--- src/rtl/edge_event_if.sv ---
// Event stream between the edge monitor (master) and its consumer (slave).
// The master presents the head of its event FIFO; the slave pops it with ev_ready.
interface edge_event_if #(
    parameter int TSW = 8
);
    logic           ev_valid;
    logic           ev_ready;
    logic           ev_edge;
    logic [TSW-1:0] ev_time;

    modport master (
        output ev_valid,
        output ev_edge,
        output ev_time,
        input  ev_ready
    );

    modport slave (
        input  ev_valid,
        input  ev_edge,
        input  ev_time,
        output ev_ready
    );
endinterface

--- src/rtl/edge_event_monitor.sv ---
// Edge event monitor: synchronizes an asynchronous input, detects rising and
// falling edges, timestamps each edge into a small FIFO and keeps saturating
// per-direction edge counters plus a sticky overflow flag.
// Optional feature: define EDGE_MON_GLITCH_FILTER_EN to require the synchronized
// input to hold a new value for 3 consecutive cycles before it is accepted.
module edge_event_monitor #(
    parameter int DEPTH = 4,
    parameter int TSW   = 8
) (
    input  logic                clk,
    input  logic                rst_n,
    input  logic                x_in,
    input  logic                clr,
    output logic                level,
    edge_event_if.master        ev,
    output logic [7:0]          pos_cnt,
    output logic [7:0]          neg_cnt,
    output logic                overflow
);

    localparam int AW = $clog2(DEPTH);

    logic           sync1;
    logic           sync2;
    logic           prev;
    logic           rise;
    logic           fall;
    logic           det;
    logic [TSW-1:0] ts;

    logic [AW:0]    wr_ptr;
    logic [AW:0]    rd_ptr;
    logic [TSW:0]   mem [DEPTH];
    logic [TSW:0]   head;
    logic           empty;
    logic           full;
    logic           valid;
    logic           push;
    logic           pop;

    // Two-flop synchronizer for the asynchronous input.
    // NOTE: sequential state uses non-blocking assignments so every flop samples
    // the pre-edge value of its neighbour; blocking here would collapse the chain.
    always_ff @(posedge clk or negedge rst_n) begin
        if (!rst_n) begin
            sync1 <= 1'b0;
            sync2 <= 1'b0;
        end else begin
            sync1 <= x_in;
            sync2 <= sync1;
        end
    end

`ifdef EDGE_MON_GLITCH_FILTER_EN
    logic filt;
    logic seen;

    // Accept a new level only once it has been seen in sync2 for two cycles and
    // is already confirmed for a third in sync1; shorter pulses never reach level.
    always_ff @(posedge clk or negedge rst_n) begin
        if (!rst_n) begin
            filt <= 1'b0;
            seen <= 1'b0;
        end else if (sync2 == filt) begin
            seen <= 1'b0;
        end else if (seen && (sync1 == sync2)) begin
            filt <= sync2;
            seen <= 1'b0;
        end else begin
            seen <= 1'b1;
        end
    end

    assign level = filt;
`else
    assign level = sync2;
`endif

    assign rise = level & ~prev;
    assign fall = ~level & prev;
    assign det  = rise | fall;

    // Previous accepted level; an edge is pushed on the same clock that updates it.
    always_ff @(posedge clk or negedge rst_n) begin
        if (!rst_n) begin
            prev <= 1'b0;
        end else begin
            prev <= level;
        end
    end

    // Free-running timestamp, wraps naturally at all-ones.
    always_ff @(posedge clk or negedge rst_n) begin
        if (!rst_n) begin
            ts <= '0;
        end else begin
            ts <= ts + TSW'(1);
        end
    end

    // FIFO status from extended pointers: the extra MSB separates full from empty.
    assign empty = (wr_ptr == rd_ptr);
    assign full  = (wr_ptr[AW] != rd_ptr[AW]) && (wr_ptr[AW-1:0] == rd_ptr[AW-1:0]);
    assign valid = ~empty;
    assign pop   = valid & ev.ev_ready;
    // A pop in the same cycle frees the slot, so a full FIFO can still accept.
    assign push  = det & (~full | pop);

    // FIFO pointer update; pointers reset so a reset discards every queued event.
    always_ff @(posedge clk or negedge rst_n) begin
        if (!rst_n) begin
            wr_ptr <= '0;
            rd_ptr <= '0;
        end else begin
            if (push) wr_ptr <= wr_ptr + (AW+1)'(1);
            if (pop)  rd_ptr <= rd_ptr + (AW+1)'(1);
        end
    end

    // Event storage write: {edge type, timestamp}.
    // NOTE: the storage array has no reset; validity lives entirely in the
    // pointers, and the head outputs are gated so stale contents never show.
    always_ff @(posedge clk) begin
        if (push) begin
            mem[wr_ptr[AW-1:0]] <= {level, ts};
        end
    end

    assign head = mem[rd_ptr[AW-1:0]];

    // Head presentation; zero whenever nothing is queued (including reset).
    // NOTE: every always_comb output gets a default first so no path infers a latch.
    always_comb begin
        ev.ev_valid = valid;
        ev.ev_edge  = 1'b0;
        ev.ev_time  = '0;
        if (valid) begin
            ev.ev_edge = head[TSW];
            ev.ev_time = head[TSW-1:0];
        end
    end

    // Saturating edge counters; clear has priority over a same-cycle increment.
    always_ff @(posedge clk or negedge rst_n) begin
        if (!rst_n) begin
            pos_cnt <= '0;
            neg_cnt <= '0;
        end else if (clr) begin
            pos_cnt <= '0;
            neg_cnt <= '0;
        end else begin
            if (rise && (pos_cnt != 8'hFF)) pos_cnt <= pos_cnt + 8'd1;
            if (fall && (neg_cnt != 8'hFF)) neg_cnt <= neg_cnt + 8'd1;
        end
    end

    // Sticky overflow: an edge arrived while full and nothing was popped.
    always_ff @(posedge clk or negedge rst_n) begin
        if (!rst_n) begin
            overflow <= 1'b0;
        end else if (clr) begin
            overflow <= 1'b0;
        end else if (det && full && !pop) begin
            overflow <= 1'b1;
        end
    end

endmodule

--- src/flat_wrapper.sv ---
// flat-port wrapper written by rule: the top's interface ports become plain ports
module edge_event_monitor_flat 
#(
    parameter int DEPTH = 4,
    parameter int TSW   = 8
)
  (clk, rst_n, x_in, clr, level, pos_cnt, neg_cnt, overflow, ev_ev_valid, ev_ev_edge, ev_ev_time, ev_ev_ready);
  edge_event_if #(.TSW(TSW)) ev_i ();
  input  logic clk;
  input  logic rst_n;
  input  logic x_in;
  input  logic clr;
  output logic level;
  output logic [7:0] pos_cnt;
  output logic [7:0] neg_cnt;
  output logic overflow;
  output wire logic [$bits(ev_i.ev_valid)-1:0] ev_ev_valid;
  output wire logic [$bits(ev_i.ev_edge)-1:0] ev_ev_edge;
  output wire logic [$bits(ev_i.ev_time)-1:0] ev_ev_time;
  input wire logic [$bits(ev_i.ev_ready)-1:0] ev_ev_ready;
  assign ev_ev_valid = ev_i.ev_valid;
  assign ev_ev_edge = ev_i.ev_edge;
  assign ev_ev_time = ev_i.ev_time;
  assign ev_i.ev_ready = ev_ev_ready;
  edge_event_monitor #(.DEPTH(DEPTH), .TSW(TSW)) u_core (.clk(clk), .rst_n(rst_n), .x_in(x_in), .clr(clr), .level(level), .ev(ev_i), .pos_cnt(pos_cnt), .neg_cnt(neg_cnt), .overflow(overflow));
endmodule
--- config.mk ---
export PLATFORM = sky130hd
export DESIGN_NAME = edge_event_monitor_flat
export DESIGN_NICKNAME = d
export VERILOG_FILES = /design/src/rtl/edge_event_if.sv /design/src/rtl/edge_event_monitor.sv /design/src/flat_wrapper.sv
export SDC_FILE = /design/constraint.sdc
export NUM_CORES = 1
export LEC_CHECK = 0
export ABC_AREA = 0
export CAP_MARGIN = 10
export CELL_PAD_IN_SITES_DETAIL_PLACEMENT = 0
export CELL_PAD_IN_SITES_GLOBAL_PLACEMENT = 2
export CORE_MARGIN = 1
export CORE_UTILIZATION = 43
export DETAILED_ROUTE_END_ITERATION = 7
export GPL_ROUTABILITY_DRIVEN = 0
export PLACE_DENSITY = 0.9
export SYNTH_ARGS = -nofsm -noshare
export SYNTH_HDL_FRONTEND = slang
export SYNTH_SLANG_ARGS = --single-unit
export TNS_END_PERCENT = 30
--- constraint.sdc ---
create_clock -name clk -period 3.6 [get_ports clk]
set_clock_uncertainty 0.2 [all_clocks]
set_input_delay 0.72 -clock clk [delete_from_list [all_inputs] [get_ports clk]]
set_output_delay 0.72 -clock clk [all_outputs]
set_load 0.05 [all_outputs]
==> reports/qor.csv, run 1 <==
stage,metric,value,unit
outcome,run_status,completed,
worst_setup_path,crit_type,reg -> out,
power_and_ir_drop,p_leak,1.454,nW
worst_setup_path,r2r.worst_path.cells,3,
sta,timing.fmax,305.3,MHz
routing,antenna_left,0,
sta,worst_pin_slew,0.8758,ns
sta,period_minus_slack,3.275,ns
synthesis,synth_seq_cells,70,
power_and_ir_drop,combPwrFrac,40.6,%
power_and_ir_drop,power_switching,1.112,mW
layout,final_net_count,272,
synthesis,ys_warn_count,0,
global_routing,grt_max_degree,35,
synthesis,synth.area.top_cells,"edfxtp_1, dfrtp_1, mux4_2",
routing,route.vias.total,1880,
synthesis,ys_types,37,
power_and_ir_drop,p_int,1.741,mW
routing,wirelength,5771,um
synthesis,synth_nets,233,
flow_run,cap_violations,0,
routing,drt-initial-drc-count,100,
synthesis,synthCells,218,
floorplan,num_rows,30,
sta,hold_ws,0.1532,ns
clock_tree,clk_pin_slew_worst_paths,0.07,ns
global_routing,antenna_found_initial,0,
layout,insertedDiodeCount,0,
sta,period_share,90.98,%
synthesis,synth_edf_count,36,
worst_setup_path,start_kind,flip-flop,
layout,area.growth.synth_to_final,19.38,%
power_and_ir_drop,powerDensity,766.4,nW/um^2
synthesis,seq_area_frac_synth,61.96,%
clock_tree,clockBufferDepth,2,
synthesis,synth_commonest_cells,"edfxtp_1, dfrtp_1, nor2b_1, a21oi_1, ha_1",
floorplan,core_area,6907,um^2
floorplan,die_area,7596,um^2
clock_tree,clock_latency,0.34,ns
synthesis,muxShareOfSynthArea,10.03,%
synthesis,synth_top_family_by_area,simple AND/OR/NAND/NOR gates,
hold_path,hold_depth,0,
global_routing,grt_pass1_wl,9480,um
sta,setup_viol,0,
sta,finalSetupTns,0,ns
sta,slew_violations,0,
placement,place_hpwl,3818,um
sta,relSlewSlack,41.43,%
routing,dr.pass1.iters,4,
worst_setup_path,endpoint_kind,output port,
synthesis,synth_area,3118,um^2
synthesis,syn_area_per_cell,14.30,um^2
sta,finalHoldViolations,0,
synthesis,synthArstFlopShare,48.57,%
routing,routed_via_density,5.251,
floorplan,die_x,87.16,um
synthesis,synth_adder_area_share,4.013,%
global_routing,grt_pass1_vias,1809,
power_and_ir_drop,p_seq_share,37.7,%
clock_tree,cts_buffers,9,
global_routing,grt.overflow.total,0,
clock_tree,clock_sinks,70,
synthesis,synthXorXnorAreaFrac,3.652,%
power_and_ir_drop,p_clk_share,21.7,%
synthesis,synth_top_area_cell,edfxtp_1,
synthesis,synthSimpleGateAreaFrac,12.60,%
synthesis,post-synth-top-count-cell,edfxtp_1,
synthesis,yosys.area.top_type_share,34.67,%
routing,drc_errors,0,
floorplan,io_pins,33,
synthesis,synth_compound_gate_area_share,5.899,%
hold_path,hp-class,reg -> reg,
floorplan,start_util,45.14,%
routing,avgRoutedWirePerCell,16.12,um
sta,rsz0062_at_grt,false,
clock_tree,htree_levels,3,
global_routing,grt_usage,17.02,%
power_and_ir_drop,ir_drop,394.5,uV
worst_setup_path,critPathMaxFanout,12,
floorplan,die_h,87.16,um
clock_tree,clock-root-buffer,clkbuf_8,
layout,layout-drive-gt1-share,17.56,%
placement,io_buffer_count,32,
clock_tree,cts_tree,done,
worst_setup_path,worstPathRequired,2.68,ns
worst_setup_path,arrival,2.36,ns
power_and_ir_drop,sw_frac_of_total,38.99,%
synthesis,synth_ff_type,edfxtp_1,
-- power groups by stage --
| stage | Sequential, mW | Combinational, mW | Clock [mW] |
|---|---|---|---|
| after CTS | 1.08 | 1.17 | 0.633 |
| after global routing | 1.09 | 1.24 | 0.666 |
| final | 1.08 | 1.16 | 0.620 |
| after global placement | 1.08 | 1.15 | 0 |
| after floorplan | 1.07 | 0.858 | 0 |
| after detailed placement | 1.09 | 1.16 | 0 |
-- registers in the layout, indices dropped and copies added (netlist names) --
name	count
u_core.neg_cnt	8
u_core.pos_cnt	8
u_core.ts	8
u_core.level	1
u_core.prev	1
u_core.mem	36
u_core.overflow	1
u_core.rd_ptr	3
u_core.wr_ptr	3
u_core.sync1	1
-- worst paths after layout --
path,startpoint,end,slack (ns)
min reg2reg,u_core.sync1,u_core.level,0.15
max reg2reg,u_core.rd_ptr[1],u_core.mem[3][4],1.24
min,u_core.sync1,u_core.level,0.15
max,u_core.rd_ptr[1],ev_ev_time[2],0.32
min in group asynchronous,rst_n,u_core.pos_cnt[7],0.59
max in group asynchronous,rst_n,u_core.neg_cnt[4],2.30
-- cells in the final DEF (no fill, tap or decap), types with 6 or more instances in the layout --
cell	synthesis	routed
clkbuf_8	0	10
dfrtp_1	34	34
buf_4	0	12
inv_1	9	9
mux4_2	9	9
nor2_1	6	6
ha_1	10	10
edfxtp_1	36	36
clkdlybuf4s50_1	0	22
mux2_2	8	8
xnor2_1	8	8
nor2b_1	11	11
a21oi_1	10	10
nand3_1	6	6
-- stage by stage --
step	setup slack (ns)	util (%)	power [mW]	cells	area [um^2]
finish	0.3248	53.89	2.853	358	3722
global route	0.2032	53.89	2.996	358	3722
CTS	0.2961	53.89	2.880	358	3722
detailed placement	0.3029	51.03	2.251	342	3525
global placement	0.3472	51.03	2.235	342	3525
floorplan	1.024	-	1.924	218	3118
-- kinds of logic (layout without fill, tap and decap cells) --
logic type               after synthesis  in the layout
flip-flops                            70             70
multiplexers                          19             19
adder cells (fa/ha/maj)               10             10
AO/OA/AOI/OAI                         26             26
XOR/XNOR                              13             13
buffers and inverters                 15             59
AND/OR/NAND/NOR                       65             65
-- layer usage --
metal | vias up | wire length, um | GRT usage, %
met3 | 11 | 163 | 2.938
li1 | 901 | - | -
met5 | - | 0 | 0
met4 | 0 | 124 | 10.43
met2 | 32 | 2654 | 24.05
met1 | 936 | 2829 | 24.53
-- timing repair --
action | in CTS | in global routing
hold buffers | 0 | 0
resized for setup | 1 | 0
endpoints found under the setup margin | 5 | 0
buffers inserted | 0 | 0
-- worst max-delay path: stages, from the launching register on --
cell     delay [ns]
dfrtp_1        0.66
xor2_1         0.25
nor3_2         0.66
and2b_1        0.27
buf_4          0.18
-- cell type report --
class	count	area, um^2
flip-flops and latches	70	1932
multi-input cells	133	1134
repair buffers	34	310.3
inverters	9	33.78
fillers	602	3184
clock buffers	12	145.1
well taps	96	120.1
clock inverters	4	47.55
(Power assumes the default switching activity.)
==> run 2: changes to the inputs <==
--- a/config.mk
+++ b/config.mk
@@ -11,3 +11,3 @@
 export CELL_PAD_IN_SITES_GLOBAL_PLACEMENT = 2
-export CORE_MARGIN = 1
+export CORE_MARGIN = 3
 export CORE_UTILIZATION = 43
@@ -16,2 +16,3 @@
 export PLACE_DENSITY = 0.9
+export REMOVE_ABC_BUFFERS = 1
 export SYNTH_ARGS = -nofsm -noshare
--- a/constraint.sdc
+++ b/constraint.sdc
@@ -4,2 +4,2 @@
 set_output_delay 0.72 -clock clk [all_outputs]
-set_load 0.05 [all_outputs]
+set_load 0.01 [all_outputs]
==> reports/qor.csv, run 2 (synthesis gave the netlist of run 1 again) <==
stage,metric,value,unit
outcome,run_status,completed,
worst_setup_path,start_kind,flip-flop,
clock_tree,clk_pin_slew_worst_paths,0.08,ns
floorplan,start_util,45.14,%
worst_setup_path,crit_type,reg -> out,
global_routing,antenna_found_initial,0,
hold_path,hold_depth,0,
placement,place_area,3557,um^2
sta,period_share,89.52,%
routing,routed_via_density,5.081,
sta,worst_pin_slew,0.8650,ns
clock_tree,clock_latency,0.35,ns
power_and_ir_drop,fin_total_pwr,2.544,mW
power_and_ir_drop,p_clk_share,25.1,%
layout,largest_reg_flops,36,
sta,timing.fmax,310.3,MHz
routing,antenna_left,0,
worst_setup_path,critPathMaxStageDelay,0.56,ns
global_routing,grt_max_degree,35,
clock_tree,cts_buffers,9,
clock_tree,clock-root-buffer,clkbuf_8,
routing,avgRoutedWirePerCell,14.76,um
layout,stdcell_area,3766,um^2
floorplan,die_x,91.16,um
clock_tree,ctsHoldBuffers,0,
global_routing,grt_pass1_wl,8970,um
sta,setup_viol,0,
layout,insertedDiodeCount,0,
clock_tree,cts_tree,done,
clock_tree,htree_levels,3,
power_and_ir_drop,p_int,1.775,mW
worst_setup_path,timing.rr.start,u_core.level,
routing,drc_errors,0,
global_routing,grt_usage,13.82,%
floorplan,core_area,6907,um^2
worst_setup_path,worstPathRequired,2.68,ns
worst_setup_path,critPathMaxFanout,10,
worst_setup_path,r2r_setup_slack,1.40,ns
power_and_ir_drop,sw_frac_of_total,30.22,%
power_and_ir_drop,p_seq_share,40.9,%
clock_tree,clockBufferDepth,2,
sta,finalSetupTns,0,ns
power_and_ir_drop,power_switching,0.7688,mW
power_and_ir_drop,ir_drop,202.2,uV
sta,slew_violations,0,
sta,rsz0062_at_grt,false,
sta,finalHoldViolations,0,
worst_setup_path,r2r_end,u_core.mem[0][7],
placement,io_buffer_count,32,
hold_path,hold_start,u_core.sync1,
floorplan,die_h,91.16,um
layout,mostFrequentLayoutCells,"edfxtp_1, dfrtp_1, clkdlybuf4s50_1",
hold_path,min_to,u_core.level,
floorplan,die_area,8309,um^2
routing,route.vias.total,1824,
sta,period_minus_slack,3.223,ns
worst_setup_path,r2r.worst_path.cells,5,
routing,dr.pass1.iters,4,
worst_setup_path,arrival,2.30,ns
power_and_ir_drop,combPwrFrac,34.0,%
global_routing,grt.overflow.total,0,
power_and_ir_drop,powerDensity,675.5,nW/um^2
worst_setup_path,crit_chain,"xor2_1, nor3_2, and2b_1, clkdlybuf4s50_1",
clock_tree,clock_sinks,70,
floorplan,io_pins,33,
flow_run,cap_violations,0,
worst_setup_path,endpoint_kind,output port,
layout,layout_commonest_cell,edfxtp_1,
hold_path,hp-class,reg -> reg,
routing,drt-initial-drc-count,56,
global_routing,grt_pass1_vias,1867,
sta,relSlewSlack,42.16,%
layout,final_net_count,273,
floorplan,num_rows,30,
clock_tree,post_cts_buffers,0,
placement,place_hpwl,3469,um
worst_setup_path,cp_top_family,simple AND/OR/NAND/NOR gates,
clock_tree,post_cts_resized,1,
layout,area.growth.synth_to_final,20.79,%
worst_setup_path,critical_path_buf_inv_count,1,
power_and_ir_drop,p_leak,1.450,nW
worst_setup_path,cp_slowest_cell,nor3_2,
routing,wirelength,5300,um
layout,layout-drive-gt1-share,14.83,%
[run 2: through the flow]
stage / setup WS, ns / hold slack (ns) / std cells / util [%]
after global placement: 0.4737 / 0.1323 / 343 / 51.50
after detailed placement: 0.3387 / 0.1362 / 343 / 51.50
after global routing: 0.1913 / 0.1711 / 359 / 54.53
after floorplan: 0.9324 / 0.1312 / 212 / -
final: 0.3774 / 0.1548 / 359 / 54.53
after CTS: 0.3006 / 0.1543 / 359 / 54.53
[run 2: final cells by class]
type / instances / area (um^2)
Inverter: 9 / 33.78
Tap cell: 96 / 120.1
Clock buffer: 9 / 123.9
Sequential cell: 70 / 1932
Fill cell: 601 / 3141
Timing Repair Buffer: 35 / 342.8
Clock inverter: 7 / 80.08
Multi-Input combinational cell: 133 / 1134
[run 2: power by group through the flow]
stage | clock [mW] | sequential (mW) | combinational [mW]
after floorplan | 0 | 1.09 | 0.482
after global placement | 0 | 1.05 | 0.868
after detailed placement | 0 | 1.06 | 0.880
after CTS | 0.656 | 1.04 | 0.890
after global routing | 0.695 | 1.06 | 0.950
final | 0.638 | 1.04 | 0.865
[run 2: worst reg2reg max path: cells and delay by family, from the launching register on]
family                     cells  cell delay, ns
and+or+nand+nor                1            0.44
buffers and inverters          2            0.18
DFF                            1            0.49
adders and majority gates      1            0.33
AOI/OAI and AO/OA              1            0.21
[run 2: how the worst max path moves through the flow]
stage | start | end | cells past startpoint
floorplan | u_core.rd_ptr[0] | ev_ev_edge | 3
global placement | u_core.wr_ptr[1] | ev_ev_time[2] | 4
detailed placement | u_core.wr_ptr[1] | ev_ev_edge | 4
CTS | u_core.wr_ptr[1] | ev_ev_edge | 4
global route | u_core.wr_ptr[1] | ev_ev_time[2] | 4
finish | u_core.wr_ptr[1] | ev_ev_edge | 4
[run 2: metal layers]
metal  global-route usage (%)  up-vias  routed length (um)
li1                         -      895                   -
met1                    18.69      884                2531
met2                    20.48       35                2433
met3                    4.640       10                 251
met4                    5.653        0                  82
met5                        0        -                   0
